--- src/rtl/mem_stage.sv ---
// Memory-access pipeline stage: drives a ready-handshaked data-memory port and
// owns the MEM/WB registers, stalling upstream while an access is outstanding.
module mem_stage #(
    parameter int TIMEOUT = 16,
    parameter int CNT_W   = 5
) (
    input  logic        clk,
    input  logic        rst_n,
    input  logic        ex_mem_valid_i,
    input  logic [31:0] ex_mem_alu_result_i,
    input  logic [31:0] ex_mem_store_data_i,
    input  logic [2:0]  ex_mem_funct3_i,
    input  logic        ex_mem_memread_i,
    input  logic        ex_mem_memwrite_i,
    input  logic        ex_mem_regwrite_i,
    input  logic        ex_mem_memtoreg_i,
    input  logic [4:0]  ex_mem_rd_i,
    output logic        dmem_req_o,
    output logic        dmem_we_o,
    output logic [31:0] dmem_addr_o,
    output logic [31:0] dmem_wdata_o,
    output logic [3:0]  dmem_be_o,
    input  logic        dmem_ready_i,
    input  logic [31:0] dmem_rdata_i,
    output logic        stall_o,
    output logic        wb_valid_o,
    output logic        wb_regwrite_o,
    output logic        wb_memtoreg_o,
    output logic [4:0]  wb_rd_o,
    output logic [31:0] wb_alu_result_o,
    output logic [31:0] wb_load_data_o,
    output logic        misalign_o,
    output logic        bus_err_o
);

    localparam logic [CNT_W-1:0] TIMEOUT_CNT = CNT_W'(TIMEOUT);

    typedef enum logic {
        IDLE,
        WAIT
    } state_t;

    state_t           state_r, state_nxt;
    logic [CNT_W-1:0] cnt_r, cnt_nxt;

    logic        mem_op;
    logic        misalign_now;
    logic        timeout_abort;
    logic        load_done;
    logic [1:0]  off;

    logic        vld_p1;
    logic        regwrite_p1;
    logic        memtoreg_p1;
    logic [4:0]  rd_p1;
    logic [31:0] alu_result_p1;
    logic [31:0] load_data_p1;
    logic        misalign_p1;
    logic        bus_err_p1;

    // funct3[1:0] encodes the size; the undefined codes 011/110/111 fall into word.
    function automatic logic is_misaligned(input logic [2:0] f3, input logic [1:0] o);
        case (f3[1:0])
            2'b00:   return 1'b0;
            2'b01:   return o[0];
            default: return (o != 2'b00);
        endcase
    endfunction

    function automatic logic [3:0] lane_be(input logic [2:0] f3, input logic [1:0] o);
        case (f3[1:0])
            2'b00:   return 4'b0001 << o;
            2'b01:   return o[1] ? 4'b1100 : 4'b0011;
            default: return 4'b1111;
        endcase
    endfunction

    function automatic logic [31:0] lane_wdata(input logic [2:0] f3, input logic [31:0] d);
        case (f3[1:0])
            2'b00:   return {4{d[7:0]}};
            2'b01:   return {2{d[15:0]}};
            default: return d;
        endcase
    endfunction

    function automatic logic [31:0] load_extend(input logic [2:0] f3, input logic [1:0] o,
                                                input logic [31:0] rdata);
        logic [31:0] shifted;
        logic [7:0]  b;
        logic [15:0] h;
        shifted = rdata >> {o, 3'b000};
        b       = shifted[7:0];
        h       = shifted[15:0];
        case (f3)
            3'b000:  return {{24{b[7]}}, b};
            3'b100:  return {24'b0, b};
            3'b001:  return {{16{h[15]}}, h};
            3'b101:  return {16'b0, h};
            default: return rdata;
        endcase
    endfunction

    assign off           = ex_mem_alu_result_i[1:0];
    assign mem_op        = ex_mem_valid_i & (ex_mem_memread_i | ex_mem_memwrite_i);
    assign misalign_now  = mem_op & is_misaligned(ex_mem_funct3_i, off);

    // Request is gated by rst_n so it drops the instant reset asserts, even mid-access.
    assign dmem_req_o    = rst_n & ((state_r == WAIT) | (mem_op & ~misalign_now));
    assign timeout_abort = (state_r == WAIT) & ~dmem_ready_i & (cnt_r == TIMEOUT_CNT);
    assign stall_o       = dmem_req_o & ~dmem_ready_i & ~timeout_abort;
    assign load_done     = dmem_req_o & dmem_ready_i & ex_mem_memread_i;

    assign dmem_we_o     = dmem_req_o & ex_mem_memwrite_i;
    assign dmem_be_o     = dmem_req_o ? lane_be(ex_mem_funct3_i, off) : 4'b0000;
    assign dmem_addr_o   = {ex_mem_alu_result_i[31:2], 2'b00};
    assign dmem_wdata_o  = lane_wdata(ex_mem_funct3_i, ex_mem_store_data_i);

    always_comb begin
        state_nxt = state_r;
        cnt_nxt   = cnt_r;
        case (state_r)
            IDLE: begin
                if (dmem_req_o && !dmem_ready_i) begin
                    state_nxt = WAIT;
                    cnt_nxt   = CNT_W'(1);
                end
            end
            WAIT: begin
                if (dmem_ready_i || timeout_abort) begin
                    state_nxt = IDLE;
                    cnt_nxt   = '0;
                end else begin
                    cnt_nxt = cnt_r + 1'b1;
                end
            end
            default: begin
                state_nxt = IDLE;
                cnt_nxt   = '0;
            end
        endcase
    end

    always_ff @(posedge clk or negedge rst_n) begin
        if (!rst_n) begin
            state_r <= IDLE;
            cnt_r   <= '0;
        end else begin
            state_r <= state_nxt;
            cnt_r   <= cnt_nxt;
        end
    end

    // ---- MEM/WB boundary: a stalled cycle inserts a bubble into WB ----
    always_ff @(posedge clk or negedge rst_n) begin
        if (!rst_n) begin
            vld_p1        <= 1'b0;
            regwrite_p1   <= 1'b0;
            memtoreg_p1   <= 1'b0;
            rd_p1         <= '0;
            alu_result_p1 <= '0;
            load_data_p1  <= '0;
            misalign_p1   <= 1'b0;
            bus_err_p1    <= 1'b0;
        end else if (stall_o) begin
            vld_p1      <= 1'b0;
            regwrite_p1 <= 1'b0;
            misalign_p1 <= 1'b0;
            bus_err_p1  <= 1'b0;
        end else begin
            vld_p1        <= ex_mem_valid_i;
            regwrite_p1   <= ex_mem_valid_i & ex_mem_regwrite_i & ~misalign_now & ~timeout_abort;
            memtoreg_p1   <= ex_mem_memtoreg_i;
            rd_p1         <= ex_mem_rd_i;
            alu_result_p1 <= ex_mem_alu_result_i;
            load_data_p1  <= load_done ? load_extend(ex_mem_funct3_i, off, dmem_rdata_i) : 32'd0;
            misalign_p1   <= misalign_now;
            bus_err_p1    <= timeout_abort;
        end
    end

    assign wb_valid_o      = vld_p1;
    assign wb_regwrite_o   = regwrite_p1;
    assign wb_memtoreg_o   = memtoreg_p1;
    assign wb_rd_o         = rd_p1;
    assign wb_alu_result_o = alu_result_p1;
    assign wb_load_data_o  = load_data_p1;
    assign misalign_o      = misalign_p1;
    assign bus_err_o       = bus_err_p1;

endmodule
--- config.mk ---
export PLATFORM = sky130hd
export DESIGN_NAME = mem_stage
export DESIGN_NICKNAME = d
export VERILOG_FILES = /design/src/rtl/mem_stage.sv
export SDC_FILE = /design/constraint.sdc
export NUM_CORES = 1
export LEC_CHECK = 0
export CAP_MARGIN = 20
export CORE_ASPECT_RATIO = 0.6
export CORE_MARGIN = 5
export CORE_UTILIZATION = 57
export DETAILED_ROUTE_END_ITERATION = 6
export DONT_BUFFER_PORTS = 1
export PLACE_DENSITY = 0.72
export SETUP_SLACK_MARGIN = 0.1
export SLEW_MARGIN = 0
export SYNTH_ARGS = -nofsm -noshare
export SYNTH_HDL_FRONTEND = slang
export SYNTH_SLANG_ARGS = --single-unit
--- constraint.sdc ---
create_clock -name clk -period 2.2 [get_ports clk]
set_input_delay 0.22 -clock clk [delete_from_list [all_inputs] [get_ports clk]]
set_output_delay 0.22 -clock clk [all_outputs]
set_load 0.05 [all_outputs]
### After elaboration in Yosys (flattened, before gate mapping)

Cells that the tools add are included.

| storage, ports and cells | value |
|---|---|
| flip-flop bits (word level) | 80 |
| output and inout port bits | 145 |

| cells by class | value |
|---|---|
| add/sub/neg operators | 1 |
| equal/unequal tests | 6 |
| shift operators | 2 |
| mux-type cells | 17 |
| bitwise gates (word level) | 20 |
| reduce and logical (&&, ||, !) cells | 6 |

Operators by type and width:

| operator | number |
|---|---|
| one-hot mux 32 bit (4 select lines) | 1 |
| one-hot mux 32 bit (2 select lines) | 1 |
| two-way mux 32 bit | 1 |
| right shift 32 x 5 -> 16 bit | 1 |
| AND 1 bit | 14 |
| two-way mux 5 bit | 2 |
| one-hot mux 5 bit (2 select lines) | 1 |
| two-way mux 4 bit | 2 |
| one-hot mux 4 bit (2 select lines) | 1 |
| == test 3 bit, second input constant | 2 |
| two-way mux 1 bit | 6 |
| adder 5 x 1 -> 5 bit, second input constant | 1 |
| == test 5 bit, second input constant | 1 |
| inverter 1 bit | 4 |
| one-hot mux 1 bit (2 select lines) | 2 |
| left shift 1 x 2 -> 4 bit, first input constant | 1 |
| == test 3 x 1 -> 1 bit, second input constant | 1 |
| zero test 3 bit | 1 |
| == test 2 x 1 -> 1 bit, second input constant | 1 |
| zero test 2 bit | 1 |
| inequality test 2 bit, second input constant | 1 |
| OR 1 bit | 2 |
| nonzero test 2 bit | 1 |
| logical AND 1 bit | 1 |
| other kinds (2) | 2 |

### Longest topological paths before layout

| depth | value |
|---|---|
| depth in word-level cells | 10 |
| gate-level depth with buffers | 9 |

### Worst setup path before layout

Ideal clock, no wire load.

| path | value |
|---|---|
| path type | input-to-output |
| from | input port ex_mem_funct3_i[0] |
| to | output port dmem_wdata_o[24] |
| data arrival time | 2.141 ns |
| setup slack | -0.161 ns |
| stages on the path | 4 |
| buffers on the path | 2 |
| cell sequence | clkbuf_1 -> buf_1 -> mux2i_1 -> o21ai_0 |

| on the way | value |
|---|---|
| word-level cells in the longest chain between the ends | 2 |
| elaborated cells on any way between the ends | 3 |
| those cells by class | eq/ne: 1; mux: 1; reduce/logical: 1 |

RTL lines:

| what | RTL line | RTL |
|---|---|---|
| start: declaration | 12 | `input logic [2:0] ex_mem_funct3_i,` |
| == test 2 x 1 -> 1 bit / zero test 2 bit (equally long branches) | 79 | `case (f3[1:0])` |
| one-hot mux 32 bit (2 select lines) (*) | 79 |  |
| end: declaration | 21 | `output logic [31:0] dmem_wdata_o,` |

Every way passes the cells marked *; elsewhere a longest branch is shown, timed or not.

### Worst setup path after layout

| path | value |
|---|---|
| from | register cnt_r[0] |
| to | output port stall_o |

| on the way | value |
|---|---|
| word-level cells in the longest chain between the ends | 4 |

RTL lines:

| what | RTL line | RTL |
|---|---|---|
| start: declaration | 44 | `logic [CNT_W-1:0] cnt_r, cnt_nxt;` |
| start signal: assignment | 149 | `cnt_r <= cnt_nxt;` |
| == test 5 bit | 109 | `assign timeout_abort = (state_r == WAIT) & ~dmem_ready_i & (cnt_r == TIMEOUT_CNT);` |
| AND 1 bit | 109 |  |
| inverter 1 bit | 110 | `assign stall_o = dmem_req_o & ~dmem_ready_i & ~timeout_abort;` |
| AND 1 bit | 110 |  |
| end: declaration | 25 | `output logic stall_o,` |

Every way passes these cells.

==> qor_table.md <==
| Quantity | Value | Unit |
|:---|:---|:---|
| Cell count after synthesis | 430 | - |
| Slowest library cell on the worst path | sky130_fd_sc_hd__or4_4 | - |
| Number of iterations in the first detailed-routing pass | 4 | - |
| Wire length of the first global-routing pass | 18.5 | mm |
| Endpoints failing setup | 0 | - |
| Transition time of the tightest slew-check pin | 0.604 | ns |
| Clock slew at the register clock pins of the worst setup and hold paths | 0.06 | ns |
| Hold violation count in the final report | 0 | - |
| Fmax | 477 | MHz |
| Mean number of vias per cell | 6.26 | - |
| Mean cell area of the mapped netlist | 10.9 | sq um |
| Master cell of the clock root buffer | sky130_fd_sc_hd__clkbuf_16 | - |
| Hold Path Stages | 1 | - |
| Die Height | 80.1 | um |
| Clock Tree Buf Depth | 2 | - |
| Biggest area consumer among synthesized cells | sky130_fd_sc_hd__dfrtp_1 | - |
| Total inserted antenna cells | 0 | - |
| Worst setup path class | register to primary output | - |
| Post-route cell area | 4940 | sq um |
| Peak fanout along the critical path | 10 | - |
| Crit path time final | 2.10 | ns |
| Critical path data arrival time | 1.88 | ns |
| CP peak stage delay | 0.46 | ns |
| Cell types with the highest counts after synthesis | 80 x sky130_fd_sc_hd__dfrtp_1, 58 x sky130_fd_sc_hd__nand2_1, 41 x sky130_fd_sc_hd__buf_4, 36 x sky130_fd_sc_hd__mux2_4, 27 x sky130_fd_sc_hd__o21ai_0 | - |
| Net count of the finished layout | 507 | - |
| Worst clock skew on the final layout | 0.00746 | ns |
| Cts bufs inserted | 9 | - |
| Boundary Pins | 257 | - |
| Top post-synthesis cells by area | sky130_fd_sc_hd__dfrtp_1 43%, sky130_fd_sc_hd__mux2_4 12%, sky130_fd_sc_hd__buf_4 6.6% | - |
| Share of flip-flops with an asynchronous set or reset | 1.00 | - |
| Number of cells on the worst reg-to-reg path | 7 | - |
| Number of pins exceeding their max-slew limit in the final report | 0 | - |
| Count of distinct cell types in the synthesized netlist | 43 | - |
| ANT nets after route | 0 | - |
| Leading cell type by number of instances after synthesis | sky130_fd_sc_hd__dfrtp_1 | - |
| Insertion delay to the later sink of the worst-skew pair | 0.34 | ns |
| Outcome | finished clean | - |
| Count of input and output buffers | 0 | - |
| CP required | 1.98 | ns |
| Startpoint of the worst hold path | ex_mem_alu_result_i[17] | - |
| Die ar. | 10200 | sq um |
| Count of standard-cell rows | 25 | - |
| DRC viols | 0 | - |
| Portion of synthesized cell area occupied by the leading cell type | 0.429 | - |
| Cell Area, Placed | 4470 | sq um |
| Max-Cap Viols | 0 | - |
| Remaining global-route overflow | 0 | - |
| Setup_tns | 0 | ns |
| Maximum number of pins on one net before global-route repair | 83 | - |
| Launching element type of the critical path | register | - |
| Maximum vdd drop | 0.493 | mV |
| Total Routing Usage GR | 0.233 | - |
| Ratio of final minimum period to clock period | 0.953 | - |
| Overall via count from detail_route | 3166 | - |
| RSZ-0062 raised after global routing | true | - |
| Clock H-tree levels | 3 | - |
| Delay-heaviest family, CP | simple AND/OR/NAND/NOR gates | - |
| Leakage power summed over all cells | 0.00230 | uW |
| Average wire length per cell after detail routing | 24.0 | um |
| Vias in the first global route | 3259 | - |
| Most used flip-flop cell after synthesis | sky130_fd_sc_hd__dfrtp_1 | - |
| X dimension of the die | 127 | um |
| Startpoint of the worst register-to-register path | cnt_r[0]$_DFFE_PN0P_ | - |
| Global placement routability congestion | 0.834 | - |
| Initial antenna violation count | 0 | - |
| Worst path cell trace | inv_2 -> ha_1 -> nand2_1 -> or4_4 -> and3_4 -> buf_16 | - |
| Clock sink count | 80 | - |
| Number of buffers and inverters on the critical path | 2 | - |
| Worst R2R Setup Slack | 0.17 | ns |
| Flops & latches, synth | 80 | - |
| Count of routing violations after the opening detailed-route iteration | 243 | - |
| Effective utilization at floorplan | 0.590 | - |
| Number of enable-type register cells in the synthesized netlist | 0 | - |
| Netlist Area Pre-Place | 4670 | sq um |
| Fraction of final layout cells sized beyond drive strength 1 | 0.279 | - |
| Power Density | 815 | nW/um^2 |
| Area Growth Syn to Fin | 5.74 | % |
| Class of the tightest hold or removal check | input port to register | - |
| Clock tree from TritonCTS | yes | - |
| Core Box Area | 7910 | sq um |
| Crit. End Element | primary output | - |
| Crit Reg-Reg Endpoint | wb_alu_result_o[5]$_DFFE_PN0N_ | - |
| Capture endpoint of the worst hold path | wb_alu_result_o[17]$_DFFE_PN0N_ | - |
| Wire length reported by the detailed router | 12.2 | mm |
| DPL Wire Length | 8.46 | mm |
| Relative slew slack | 0.596 | - |
| Fraction of the yosys area taken by sequential cells | 0.429 | - |
| Synthesis warning total | 0 | - |
## layout by cell type (no fill, tap or decap), drive strengths merged, types with 4 or more instances in the layout
master,n
dfrtp,80
mux2,62
nand2,58
o21ai,27
a22o,26
buf,19
mux2i,18
nor2,10
a21oi,9
clkbuf,9
inv,9
nor2b,7
a22oi,7
a32oi,6
a21o,5
nand2b,4
o21a,4
## flip-flops by register name, indices dropped and copies added, names as in the netlist
register	count
wb_alu_result_o	32
wb_load_data_o	32
cnt_r	5
wb_rd_o	5
bus_err_o	1
misalign_o	1
state_r	1
wb_memtoreg_o	1
wb_regwrite_o	1
wb_valid_o	1
## per-stage QoR
| step | instances | hold WS, ns | total power [uW] | utilization | worst slack (ns) |
|---|---|---|---|---|---|
| 2_1_floorplan | 431 | -0.0756 | 2550 | - | 0.176 |
| 5_1_grt | 506 | 0.00788 | 4200 | 0.624 | 0.0445 |
| 4_1_cts | 503 | -0.441 | 4030 | 0.617 | 0.0939 |
| 3_5_place_dp | 482 | -0.0735 | 2420 | 0.565 | 0.169 |
| 3_3_place_gp | 482 | -0.0736 | 2400 | 0.565 | 0.236 |
| 6_report | 506 | 0.0292 | 4020 | 0.624 | 0.103 |
## cells by family (layout without fill, tap and decap cells)
kind of cell / after synthesis / count (layout) / synth area share
buffers and inverters: 77 / 44 / 0.106
muxes: 81 / 81 / 0.222
DFF: 80 / 80 / 0.429
and+or+nand+nor: 90 / 90 / 0.0847
AOI/OAI and AO/OA: 97 / 97 / 0.148
xor gates and xnor gates: 2 / 2 / 0.00375
adders and majority gates: 2 / 2 / 0.00536
other: 1 / 2 / 0.000803
## worst max-delay path by stage
stage / endpoint / from / cells past startpoint
5_1_grt: stall_o / cnt_r[0]$_DFFE_PN0P_ / 6
3_5_place_dp: wb_rd_o[2]$_DFFE_PN0N_ / cnt_r[0]$_DFFE_PN0P_ / 7
4_1_cts: stall_o / cnt_r[0]$_DFFE_PN0P_ / 6
2_1_floorplan: wb_load_data_o[10]$_DFFE_PN0N_ / cnt_r[0]$_DFFE_PN0P_ / 9
6_report: stall_o / cnt_r[0]$_DFFE_PN0P_ / 6
3_3_place_gp: wb_alu_result_o[6]$_DFFE_PN0N_ / cnt_r[0]$_DFFE_PN0P_ / 7
## layer usage
layer	GRT usage	share of wire	up-vias	wire (um)
li1	-	-	1406	-
met1	0.301	0.41	1577	4990
met2	0.361	0.47	171	5760
met3	0.0977	0.11	12	1280
met4	0.0664	0.010	0	122
met5	0	0	-	0
## what timing repair did
item | 4_1_cts | 5_1_grt
gates cloned | 2 | 0
buffers inserted | 2 | 1
hold buffers | 1 | 2
resized for setup | 3 | 4
endpoints found under the setup margin | 2 | 5
hold endpoints to repair | 82 | 80
## final cells by class
cell class / count / area [sq um]
flip-flops and latches: 80 / 2000
well taps: 108 / 135
inverters: 5 / 18.8
clock buffers: 9 / 225
fillers: 619 / 2980
clock inverters: 7 / 86.3
multi-input cells: 274 / 2190
repair buffers: 23 / 280
## power by group
group,leakage [uW],switching (uW),internal (uW)
registers,0.00102,287,1540
logic,0.00113,369,275
clock network,0.000150,643,905
Power figures use the tool's default switching activity.
